<file path="src/rtl/wb_stage.sv">
// Write-back stage: commits GPR/CSR/TLB effects, raises flushes,
// drives ID forwarding, the debug trace and the retired-instruction count.
module wb_stage #(
  parameter int BUS_W     = 198,
  parameter int INSTRET_W = 64
) (
  input  logic                 clk,
  input  logic                 resetn,
  input  logic                 MEM_to_WB_valid,
  input  logic [BUS_W-1:0]     MEM_to_WB_bus,
  output logic                 WB_allow_in,
  output logic                 rf_we,
  output logic [4:0]           rf_waddr,
  output logic [31:0]          rf_wdata,
  output logic [37:0]          WB_wr_bus,
  output logic                 csr_we,
  output logic [13:0]          csr_num,
  output logic [31:0]          csr_wmask,
  output logic [31:0]          csr_wvalue,
  output logic                 wb_ex,
  output logic [5:0]           wb_ecode,
  output logic [8:0]           wb_esubcode,
  output logic [31:0]          wb_pc,
  output logic [31:0]          wb_vaddr,
  output logic                 ertn_flush,
  output logic                 refetch_flush,
  output logic [31:0]          refetch_pc,
  output logic                 tlbsrch_we,
  output logic                 tlbrd_en,
  output logic                 tlbwr_en,
  output logic                 tlbfill_en,
  output logic                 tlbsrch_hit,
  output logic [3:0]           tlbsrch_index,
  output logic [INSTRET_W-1:0] instret,
  output logic [31:0]          debug_wb_pc,
  output logic [3:0]           debug_wb_rf_we,
  output logic [4:0]           debug_wb_rf_wnum,
  output logic [31:0]          debug_wb_rf_wdata
);

  typedef struct packed {
    logic        refetch;
    logic        tlbsrch;
    logic        tlbrd;
    logic        tlbwr;
    logic        tlbfill;
    logic        tlbhit;
    logic [3:0]  tlbidx;
    logic        csr_we;
    logic [13:0] csr_num;
    logic [31:0] csr_wmask;
    logic [31:0] csr_wvalue;
    logic        ertn;
    logic [5:0]  ex_type;
    logic [31:0] result;
    logic        gr_we;
    logic [4:0]  dest;
    logic [31:0] pc;
    logic [31:0] inst;
  } mem_wb_t;

  mem_wb_t q;
  logic    wb_valid;
  logic    live;
  logic    ok;
  logic    flush;
  logic [5:0]  ecode;
  logic [31:0] vaddr;

  assign WB_allow_in = 1'b1;

  // resetn gates the held instruction so nothing commits in a reset cycle
  assign live  = wb_valid & resetn;
  assign ok    = live & ~|q.ex_type;
  assign flush = wb_ex | ertn_flush | refetch_flush;

  always_ff @(posedge clk) begin
    if (!resetn) begin
      wb_valid <= 1'b0;
      q        <= '0;
      instret  <= '0;
    end else begin
      wb_valid <= MEM_to_WB_valid & ~flush;
      if (MEM_to_WB_valid)
        q <= MEM_to_WB_bus;
      if (ok)
        instret <= instret + INSTRET_W'(1);
    end
  end

  always_comb begin
    ecode = 6'h00;
    vaddr = 32'h0;
    priority case (1'b1)
      q.ex_type[5]: ecode = 6'h00;
      q.ex_type[4]: begin
        ecode = 6'h08;
        vaddr = q.pc;
      end
      q.ex_type[3]: ecode = 6'h0D;
      q.ex_type[1]: ecode = 6'h0C;
      q.ex_type[0]: ecode = 6'h0B;
      q.ex_type[2]: begin
        ecode = 6'h09;
        vaddr = q.result;
      end
      default: ;
    endcase
  end

  assign wb_ex       = live & |q.ex_type;
  assign wb_ecode    = wb_ex ? ecode : 6'h00;
  assign wb_esubcode = 9'h000;
  assign wb_pc       = live ? q.pc : 32'h0;
  assign wb_vaddr    = wb_ex ? vaddr : 32'h0;

  assign rf_we    = ok & q.gr_we & (q.dest != 5'd0);
  assign rf_waddr = live ? q.dest : 5'd0;
  assign rf_wdata = live ? q.result : 32'h0;

  // conservative: ID stalls on a faulting writer too
  assign WB_wr_bus = {live & q.gr_we, rf_waddr, rf_wdata};

  assign csr_we     = ok & q.csr_we;
  assign csr_num    = live ? q.csr_num : 14'h0;
  assign csr_wmask  = live ? q.csr_wmask : 32'h0;
  assign csr_wvalue = live ? q.csr_wvalue : 32'h0;

  assign ertn_flush    = ok & q.ertn;
  assign refetch_flush = ok & q.refetch;
  assign refetch_pc    = refetch_flush ? q.pc + 32'd4 : 32'h0;

  assign tlbsrch_we    = ok & q.tlbsrch;
  assign tlbrd_en      = ok & q.tlbrd;
  assign tlbwr_en      = ok & q.tlbwr;
  assign tlbfill_en    = ok & q.tlbfill;
  assign tlbsrch_hit   = tlbsrch_we & q.tlbhit;
  assign tlbsrch_index = tlbsrch_we ? q.tlbidx : 4'h0;

  assign debug_wb_pc       = wb_pc;
  assign debug_wb_rf_we    = {4{rf_we}};
  assign debug_wb_rf_wnum  = rf_waddr;
  assign debug_wb_rf_wdata = rf_wdata;

endmodule

</file>
<file path="config.mk">
export PLATFORM = sky130hd
export DESIGN_NAME = wb_stage
export DESIGN_NICKNAME = d
export VERILOG_FILES = /design/src/rtl/wb_stage.sv
export SDC_FILE = /design/constraint.sdc
export NUM_CORES = 1
export LEC_CHECK = 0
export ABC_AREA = 1
export BUFFER_PORTS_ARGS = -buffer_cell sky130_fd_sc_hd__buf_2
export CORE_AREA = 2 2 241 243
export DETAILED_ROUTE_END_ITERATION = 10
export DIE_AREA = 0 0 243 245
export GPL_TIMING_DRIVEN = 0
export HOLD_SLACK_MARGIN = 0.02
export PLACE_DENSITY = 0.48
export SETUP_SLACK_MARGIN = 0.4
export SKIP_CTS_REPAIR_TIMING = 1
export SLEW_MARGIN = 20
export SYNTH_ARGS = -nofsm -noshare
export SYNTH_HDL_FRONTEND = slang
export SYNTH_SLANG_ARGS = --single-unit
</file>
<file path="constraint.sdc">
create_clock -name clk -period 5.03 [get_ports clk]
set_input_delay 0.503 -clock clk [delete_from_list [all_inputs] [get_ports clk]]
set_output_delay 0.503 -clock clk [all_outputs]
set_load 0.05 [all_outputs]
</file>
==> results_dict.tcl, run 1 <==
set metrics [dict create \
    cts.path.max_buffers 3 \
    cts_made_buffers 34 \
    fin_cells 3345 \
    grt_pass1_vias 14140 \
    cts.reportedPaths.clkPinSlew_ns 0.06 \
    clockRootBuffer "clkbuf_16" \
    synth_common_cells "nor2_1 (405), inv_1 (257), dfxtp_1 (231), nand2_1 (230), a21oi_1 (203)" \
    cts_sinks 231 \
    p_per_area_mw_per_mm2 291.3 \
    place.port_buffers 572 \
    coreArea_mm2 0.05703 \
    max_freq_ghz 0.2849 \
    start_util 0.2207 \
    grtUsageTotal 0.2076 \
    drcViolationCount 0 \
    pwr-share-clk 0.480 \
    yosysTopAreaCell "dfxtp_1" \
    power.internal_uw 3615 \
    ys_seq_area_frac 0.3674 \
    die_h_um 245 \
    gp_congestion 0.8948 \
    synth_top_area_share 0.3674 \
    area_growth_pct 39.62 \
    finalSetupTns_ns 0 \
    p_comb_frac 0.133 \
    wl_per_cell_um 19.35 \
    dr.pass1.iters 5 \
    grt_first_pass_wirelength_mm 91.71 \
    max_slew_margin 0.3442 \
    fin_crit_sh 0.6978 \
    cts.htree.levels 2 \
    multi_input_area_mm2 0.005723 \
    avgSynthCellArea_um2 6.498 \
    arrival_ns 3.01 \
    synth-seq-cells 231 \
    critical_path_required_ns 4.53 \
    synth-async-reset-ratio 0 \
    fin_nets 2758 \
    grt_max_degree 13 \
    finalWirelength_mm 64.71 \
    skew_ns 0.01239 \
    critPathLaunchType "register" \
    routed_via_density 4.451 \
    ir_drop_uv 179.6 \
    grt-ovfl-total 0 \
    nFillCells 6524 \
    hold_viol 0 \
    antenna_found_initial 13 \
    rows 88 \
    maxSlewViolCount 0 \
    ys_warn_count 0 \
    num_vias 14890 \
    cts_tree "yes" \
    seq_area_mm2 0.004624 \
    critPathKind "register to primary output" \
    clk_latency_ns 0.54 \
    mappedNetlistArea_mm2 0.01259 \
    rsz0062_at_grt "no" \
    post-route-min-period_ns 3.510 \
    synth_flop_cell "dfxtp_1" \
    drive_gt1_frac 0.3052 \
    dp_cells 3284 \
    switching_power_uw 1506 \
    yosysUniqueCellTypes 37 \
    synth_edf_count 0 \
    die_area_mm2 0.05954 \
    die_x_um 243 \
    crit_path_end_kind "primary output" \
    hp-class "input port to register" \
    seq_power_share 0.387 \
    switching_share 0.2940 \
    detail-route-antenna-nets 0 \
    netlist_instances 1937 \
    worst_slew_pin_slew_ns 0.9837 \
    outcome "finished, final reports clean" \
    yosysMostFrequentCell "nor2_1" \
    drtIter0Drc 766 \
    finalSetupViolations 0 \
    pin_count 617 \
    netlist_top_cells_area "dfxtp_1 (37%), nor2_1 (12%), a21oi_1 (8.1%), inv_1 (7.7%), o21ai_0 (7.5%)" \
    cap_violations 0 \
    leakage_uw 0.008499 \
    dp_hpwl_mm 53.33 \
    cp_max_fo 10 \
]
## layer usage
metal  vias to the layer above  GRT usage  wire length (um)
li1                       7301          -                 -
met1                      6927     0.2396             26210
met2                       536     0.3726             32160
met3                       112    0.04833              4006
met4                        14    0.07597              2247
met5                         -          0                91
## power groups by stage
stage                     Sequential [uW]  Clock, uW  Combinational [uW]
after CTS                            1980       2530                 687
after floorplan                      2000          0                 443
after detailed placement             2020          0                 683
after global placement               2020          0                 678
after global routing                 1990       2600                 742
final                                1980       2460                 682
## per-stage QoR
step	util	hold slack (ns)	instance area [um^2]	total power [uW]	worst slack (ns)
3_5_place_dp	0.2883	0.4485	16440	2704	1.520
6_report	0.3081	0.2054	17570	5120	1.520
5_1_grt	0.3081	0.2066	17570	5332	1.318
3_3_place_gp	0.2883	0.4448	16440	2697	1.537
2_1_floorplan	-	0.4343	12620	2441	1.586
4_1_cts	0.3078	0.1607	17560	5202	1.180
## logic make-up (layout without fill, tap and decap cells)
| logic type | count (synthesis) | in the layout | synth area share |
|---|---|---|---|
| other | 2 | 17 | 0.0005966 |
| xor gates and xnor gates | 13 | 13 | 0.009046 |
| DFF | 231 | 231 | 0.3674 |
| and+or+nand+nor | 771 | 771 | 0.2551 |
| buffers and inverters | 482 | 1110 | 0.1813 |
| adders and majority gates | 2 | 2 | 0.001988 |
| AOI/OAI and AO/OA | 436 | 436 | 0.1846 |
## area by class of cell
class	count	area share
antenna	5	0.0007119
clock inverter	16	0.01118
sequential	231	0.2631
clock buffer	40	0.05204
inverter	264	0.05639
multi-input combinational	1234	0.3256
timing repair buffer	572	0.1629
buffer	218	0.07354
tap	765	0.05446
## cells in the final DEF (no fill, tap or decap), types with 3 or more instances in the layout
| master | netlist | layout |
|---|---|---|
| buf_2 | 9 | 581 |
| nor2_1 | 405 | 405 |
| inv_1 | 257 | 257 |
| dfxtp_1 | 231 | 231 |
| nand2_1 | 230 | 230 |
| a21oi_1 | 203 | 203 |
| o21ai_0 | 188 | 188 |
| buf_4 | 123 | 123 |
| clkbuf_1 | 81 | 83 |
| nand3_1 | 53 | 53 |
| clkbuf_16 | 0 | 35 |
| a32oi_1 | 32 | 32 |
| nand4_1 | 28 | 28 |
| nor3_1 | 21 | 20 |
| conb_1 | 2 | 12 |
| nor2_2 | 9 | 9 |
| xor2_1 | 9 | 9 |
| clkinv_2 | 0 | 7 |
| diode_2 | 0 | 5 |
| o21a_1 | 5 | 5 |
| o21ai_1 | 5 | 5 |
| buf_1 | 5 | 5 |
| nand3b_1 | 5 | 5 |
| inv_2 | 4 | 4 |
| nor3_2 | 3 | 4 |
| xnor2_1 | 4 | 4 |
| bufinv_16 | 0 | 4 |
| nor2_4 | 3 | 3 |
| clkinv_1 | 3 | 3 |
| nand3_2 | 3 | 3 |
| and2_1 | 3 | 3 |
## sequential cells by signal, summed over array words and instances, names as in the netlist
name      flops
instret      64
wb_valid      1
q           166
## critical path, cell delays in order (launching register included)
cell and delay [ns]:
dfxtp_1 0.30, nand2_1 0.20, clkbuf_1 0.76, clkbuf_1 0.59
nor2_1 0.23, buf_4 0.19, buf_2 0.20
## worst paths after layout
kind,from,to,slack [ns],cells past startpoint
hold / removal,MEM_to_WB_bus[196],q[196]$_SDFFE_PN0P_,0.21,3
hold reg to reg,q[187]$_SDFFE_PN0P_,q[187]$_SDFFE_PN0P_,0.46,2
setup / recovery,wb_valid$_SDFF_PN0_,rf_wdata[30],1.52,6
setup reg to reg,q[103]$_SDFFE_PN0P_,instret[37]$_SDFFE_PN0N_,2.92,10
Power figures use the tool's default switching activity.
==> run 2, diff against run 1 <==
ABC_AREA = 0   (was 1)
CORE_AREA = 2 2 240 242   (was 2 2 241 243)
DIE_AREA = 0 0 242 244   (was 0 0 243 245)
PLACE_DENSITY = 0.5   (was 0.48)
clock period = 3.1 ns   (was 5.03 ns; I/O delays follow)
==> results_dict.tcl, run 2 <==
set metrics [dict create \
    outcome "complete, but fails checks" \
    violations "hold timing" \
    dp_hpwl_mm 43.52 \
    max_freq_ghz 0.3495 \
    cts_made_buffers 29 \
    reg_top3 "q x166, instret x64, wb_valid x1" \
    mappedNetlistArea_mm2 0.01221 \
    yosysMostFrequentCell "nor2_1" \
    grt_max_degree 14 \
    max_slew_margin 0.3652 \
    place.port_buffers 570 \
    ir_drop_uv 360.4 \
    post-route-min-period_ns 2.861 \
    finalWirelength_mm 57.80 \
    synth_top_area_share 0.3788 \
    cap_violations 0 \
    ys_warn_count 0 \
    drtIter0Drc 839 \
    critical_path_required_ns 2.79 \
    hold_viol 2 \
    die_h_um 244 \
    synth_common_cells "nor2_1 (268), dfxtp_1 (231), and3_1 (167), mux2i_1 (167), buf_4 (122)" \
    yosysUniqueCellTypes 41 \
    p_per_area_mw_per_mm2 399.0 \
    rsz0062_at_grt "yes" \
    final_cell_mix "buf_2 (494), nor2_1 (214), dfxtp_1 (203)" \
    die_x_um 242 \
    finalSetupViolations 0 \
    synth-async-reset-ratio 0 \
    wl_per_cell_um 19.12 \
    cp_max_fo 5 \
    grt_pass1_vias 12400 \
    grtUsageTotal 0.1758 \
    grt_first_pass_wirelength_mm 80.01 \
    rows 87 \
    netlist_instances 1470 \
    die_area_mm2 0.05905 \
    regMostFlops "q" \
    pin_count 617 \
    area_growth_pct 63.67 \
    post-place-ws_ns -1.185 \
    synth_flop_cell "dfxtp_1" \
    ys_seq_area_frac 0.3788 \
    drcViolationCount 0 \
    fin_crit_sh 0.9230 \
    critPathLaunchType "register" \
    cts.htree.levels 1 \
    cts.reportedPaths.clkPinSlew_ns 0.06 \
    grt-ovfl-total 0 \
    hp-class "input port to register" \
    synth-seq-cells 231 \
    antenna_found_initial 5 \
    hold_ws_ns -0.005573 \
    skew_ns 0.009509 \
    num_vias 13840 \
    drive_gt1_frac 0.4062 \
    critPathKind "register to primary output" \
    synth_edf_count 0 \
    maxSlewViolCount 0 \
    crit_path_end_kind "primary output" \
    nFillCells 5942 \
    clockRootBuffer "clkbuf_16" \
    final_common_cell "buf_2" \
    netlist_top_cells_area "dfxtp_1 (38%), mux2i_1 (14%), and3_1 (8.6%), nor2_1 (8.2%), buf_4 (7.5%)" \
    yosysTopAreaCell "dfxtp_1" \
    gp_congestion 0.8643 \
    routed_via_density 4.577 \
    detail-route-antenna-nets 0 \
    cts_tree "yes" \
    cts.path.max_buffers 3 \
    avgSynthCellArea_um2 8.306 \
    clk_latency_ns 0.56 \
    dr.pass1.iters 5 \
    leakage_uw 0.009924 \
    dp_cells 2806 \
    fin_nets 2446 \
    worst_slew_pin_slew_ns 0.9521 \
    coreArea_mm2 0.05617 \
    fin_cells 3023 \
    cts_sinks 231 \
    arrival_ns 2.55 \
    start_util 0.2174 \
    largest_register_ffs 166 \
    setup_ws_ns 0.2388 \
]
## run 2: cell count changes after synthesis, moves of 21 or more
cell	previous run	this run
inv_1	257	8
nand2_1	230	40
o21ai_0	188	20
mux2i_1	0	167
and3_1	1	167
a21oi_1	203	43
nor2_1	405	268
a22oi_1	0	32
a32oi_1	32	0
or4_1	0	26
o31ai_1	0	23
xor2_1	9	30
## run 2: worst max-delay path, stage by stage (launching register included)
cell       delay (ns)
dfxtp_2          0.32
or4_4            0.53
buf_8            0.16
o311a_4          0.33
nand2b_4         0.11
buf_12           0.15
clkbuf_16        0.17
nor2_2           0.05
buf_6            0.16
## run 2: cells by family (layout without fill, tap and decap cells)
| kind of cell | count (synthesis) | count (layout) | share of synthesized area |
|---|---|---|---|
| compound gates | 131 | 131 | 0.06836 |
| simple gates | 650 | 650 | 0.2701 |
| fa+ha+maj | 2 | 2 | 0.002049 |
| flops | 231 | 231 | 0.3788 |
| xor+xnor | 42 | 42 | 0.03013 |
| buf+inv | 245 | 1030 | 0.1130 |
| other cells | 2 | 14 | 0.0006151 |
| mux | 167 | 167 | 0.1369 |
## run 2: layout make-up
cell class	count	area (um^2)	area share
repair buffers	732	5102	0.2553
flip-flops and latches	231	4662	0.2333
well taps	756	945.9	0.04734
plain buffers	236	1549	0.07752
diodes	2	5.005	0.0002505
multi-input cells	1004	6698	0.3352
clock buffers	45	855.8	0.04283
inverters	9	43.79	0.002191
clock inverters	8	121.4	0.006073
## run 2: power by group
part	switching (uW)	total (uW)	internal (uW)
combinational	711	1210	498
sequential	117	3220	3100
clock	1410	3550	2130
## run 2: path summary, 6_finish.rpt
check,start,depth (start not counted),endpoint,slack (ns)
max,q[102]$_SDFFE_PN0P_,8,wb_vaddr[30],0.24
min,MEM_to_WB_bus[196],3,q[196]$_SDFFE_PN0P_,-0.006
max reg2reg,q[102]$_SDFFE_PN0P_,6,instret[36]$_SDFFE_PN0N_,0.45
min reg2reg,q[175]$_SDFFE_PN0P_,2,q[175]$_SDFFE_PN0P_,0.48
## run 2: per-layer routing
metal / global-route usage / wire length (um)
met1: 0.2269 / 24730
met2: 0.2945 / 27840
met5: 0 / 11
met3: 0.03589 / 3552
met4: 0.05410 / 1666
## run 2: metrics by stage
| stage | total power, uW | utilization | setup TNS (ns) | cell area, um^2 |
|---|---|---|---|---|
| 6_report | 7973 | 0.3558 | 0 | 19980 |
| 5_1_grt | 8266 | 0.3558 | 0 | 19980 |
| 4_1_cts | 7838 | 0.3043 | -102.83 | 17090 |
| 3_5_place_dp | 4256 | 0.2869 | -64.57 | 16120 |
| 3_3_place_gp | 4241 | 0.2867 | -59.57 | 16100 |
| 2_1_floorplan | 3881 | - | 0 | 12300 |
==> run 3, diff against run 2 <==
ABC_AREA = 1   (was 0)
CELL_PAD_IN_SITES_DETAIL_PLACEMENT = 0   (was unset)
CELL_PAD_IN_SITES_GLOBAL_PLACEMENT = 1   (was unset)
CORE_AREA = 2 2 242 244   (was 2 2 240 242)
DIE_AREA = 0 0 244 246   (was 0 0 242 244)
PLACE_DENSITY = 0.67   (was 0.5)
==> results_dict.tcl, run 3 (synthesized netlist as in run 1, its figures left out) <==
set metrics [dict create \
    maxSlewViolCount 0 \
    max_slew_margin 0.3396 \
    grtUsageTotal 0.1992 \
    pin_count 617 \
    grt_first_pass_wirelength_mm 90.35 \
    startpoint "q[106]$_SDFFE_PN0P_" \
    reg_top3 "q x166, instret x64, wb_valid x1" \
    drive_gt1_frac 0.3487 \
    final_cell_mix "buf_2 (529), nor2_1 (355), inv_1 (255)" \
    p_comb_frac 0.142 \
    antenna_found_initial 2 \
    die_h_um 246 \
    finalSetupTns_ns 0 \
    critical_path_required_ns 2.79 \
    clk_latency_ns 0.58 \
    hold_start "MEM_to_WB_bus[121]" \
    antenna_cells 0 \
    outcome "finished, final reports clean" \
    grt_max_degree 15 \
    regMostFlops "q" \
    cts.path.max_buffers 3 \
    rsz0062_at_grt "yes" \
    arrival_ns 2.36 \
    switching_share 0.2889 \
    fin_nets 2797 \
    post-route-min-period_ns 2.673 \
    fin_crit_sh 0.8622 \
    wl_per_cell_um 18.87 \
    final_common_cell "buf_2" \
    critPathLaunchType "register" \
    path_cells "buf_6, inv_4, nand2_1, nor2_2, nand2_4, buf_12, buf_12, a311oi_4, buf_6, buf_2" \
    final_util 0.3238 \
    gp_congestion 0.9310 \
    nFillCells 6383 \
    start_util 0.2194 \
    pwr-share-clk 0.473 \
    r2r-start "q[106]$_SDFFE_PN0P_" \
    detail-route-antenna-nets 0 \
    seq_area_mm2 0.004644 \
    clockRootBuffer "clkbuf_16" \
    worst_slew_pin_slew_ns 0.9906 \
    dp_hpwl_mm 52.27 \
    finalWirelength_mm 63.84 \
    power.internal_uw 5951 \
    cts_made_buffers 30 \
    routed_via_density 4.428 \
    coreArea_mm2 0.05737 \
    critical-path-max-stage-delay_ns 0.31 \
    p_per_area_mw_per_mm2 450.5 \
    drtIter0Drc 748 \
    max_freq_ghz 0.3742 \
    seq_power_share 0.385 \
    dr.pass1.iters 8 \
    finalSetupViolations 0 \
    hp-class "input port to register" \
    grt-ovfl-total 0 \
    leakage_uw 0.008812 \
    cap_violations 0 \
    cts_sinks 231 \
    grt_pass1_vias 14100 \
    die_area_mm2 0.06002 \
    skew_ns 0.007786 \
    switching_power_uw 2417 \
    cp_max_fo 6 \
    ir_drop_uv 439.7 \
    crit_path_end_kind "primary output" \
    cp_slowest_cell "dfxtp_1" \
    critPathKind "register to primary output" \
    cts_tree "yes" \
    largest_register_ffs 166 \
    place.port_buffers 572 \
    drcViolationCount 0 \
    hold_viol 0 \
    cts.htree.levels 1 \
    num_vias 14980 \
    multi_input_area_mm2 0.006026 \
    rows 88 \
    die_x_um 244 \
    area_growth_pct 47.56 \
    cts.reportedPaths.clkPinSlew_ns 0.06 \
]
==> run 3: path summary, 6_finish.rpt <==
path	endpoint	slack, ns	depth (start not counted)
worst min register to register	q[121]$_SDFFE_PN0P_	0.46	2
worst min-delay path	q[121]$_SDFFE_PN0P_	0.007	3
worst max-delay path	rf_we	0.43	10
worst max register to register	instret[52]$_SDFFE_PN0N_	1.04	12
==> run 3: power groups by stage <==
stage          sequential, uW  clock (uW)  combinational, uW
6_report                 3220        3960               1190
5_1_grt                  3230        4150               1290
4_1_cts                  3210        4030               1130
3_5_place_dp             3280           0               1120
3_3_place_gp             3280           0               1110
2_1_floorplan            3240           0                719
==> run 3: worst max-delay path: cells and delay by family, from the launching register on <==
family | cells | cell delay (ns)
buffers and inverters | 6 | 0.89
flip-flops | 1 | 0.31
AND/OR/NAND/NOR | 3 | 0.30
AO/OA/AOI/OAI | 1 | 0.26
==> run 3: through the flow <==
| stage | total power [uW] | instance area [um^2] | hold slack [ns] | instances | setup slack, ns |
|---|---|---|---|---|---|
| detailed placement | 4398 | 16450 | 0.4478 | 3284 | -0.04605 |
| finish | 8368 | 18570 | 0.007183 | 3383 | 0.4273 |
| global placement | 4387 | 16450 | 0.4443 | 3284 | -0.008284 |
| global route | 8674 | 18570 | 0.02111 | 3383 | 0.3030 |
| floorplan | 3962 | 12630 | 0.4343 | 1947 | 0.5471 |
| CTS | 8366 | 17570 | -0.07173 | 3340 | -0.6149 |
==> run 3: final cells by class <==
cell class | count | share of cell area
sequential | 231 | 0.2500
clock buffer | 39 | 0.04715
multi-input combinational | 1234 | 0.3244
buffer | 218 | 0.07417
clock inverter | 17 | 0.01314
tap | 765 | 0.05153
inverter | 264 | 0.05349
timing repair buffer | 615 | 0.1861
==> run 3: routing by layer <==
layer  GRT usage  wire [um]  up-vias
met3     0.03126       3593       59
met4     0.04017       1244        0
li1            -          -     7356
met5           0          0        -
met2      0.3661      32070      526
met1      0.2442      26930     7039
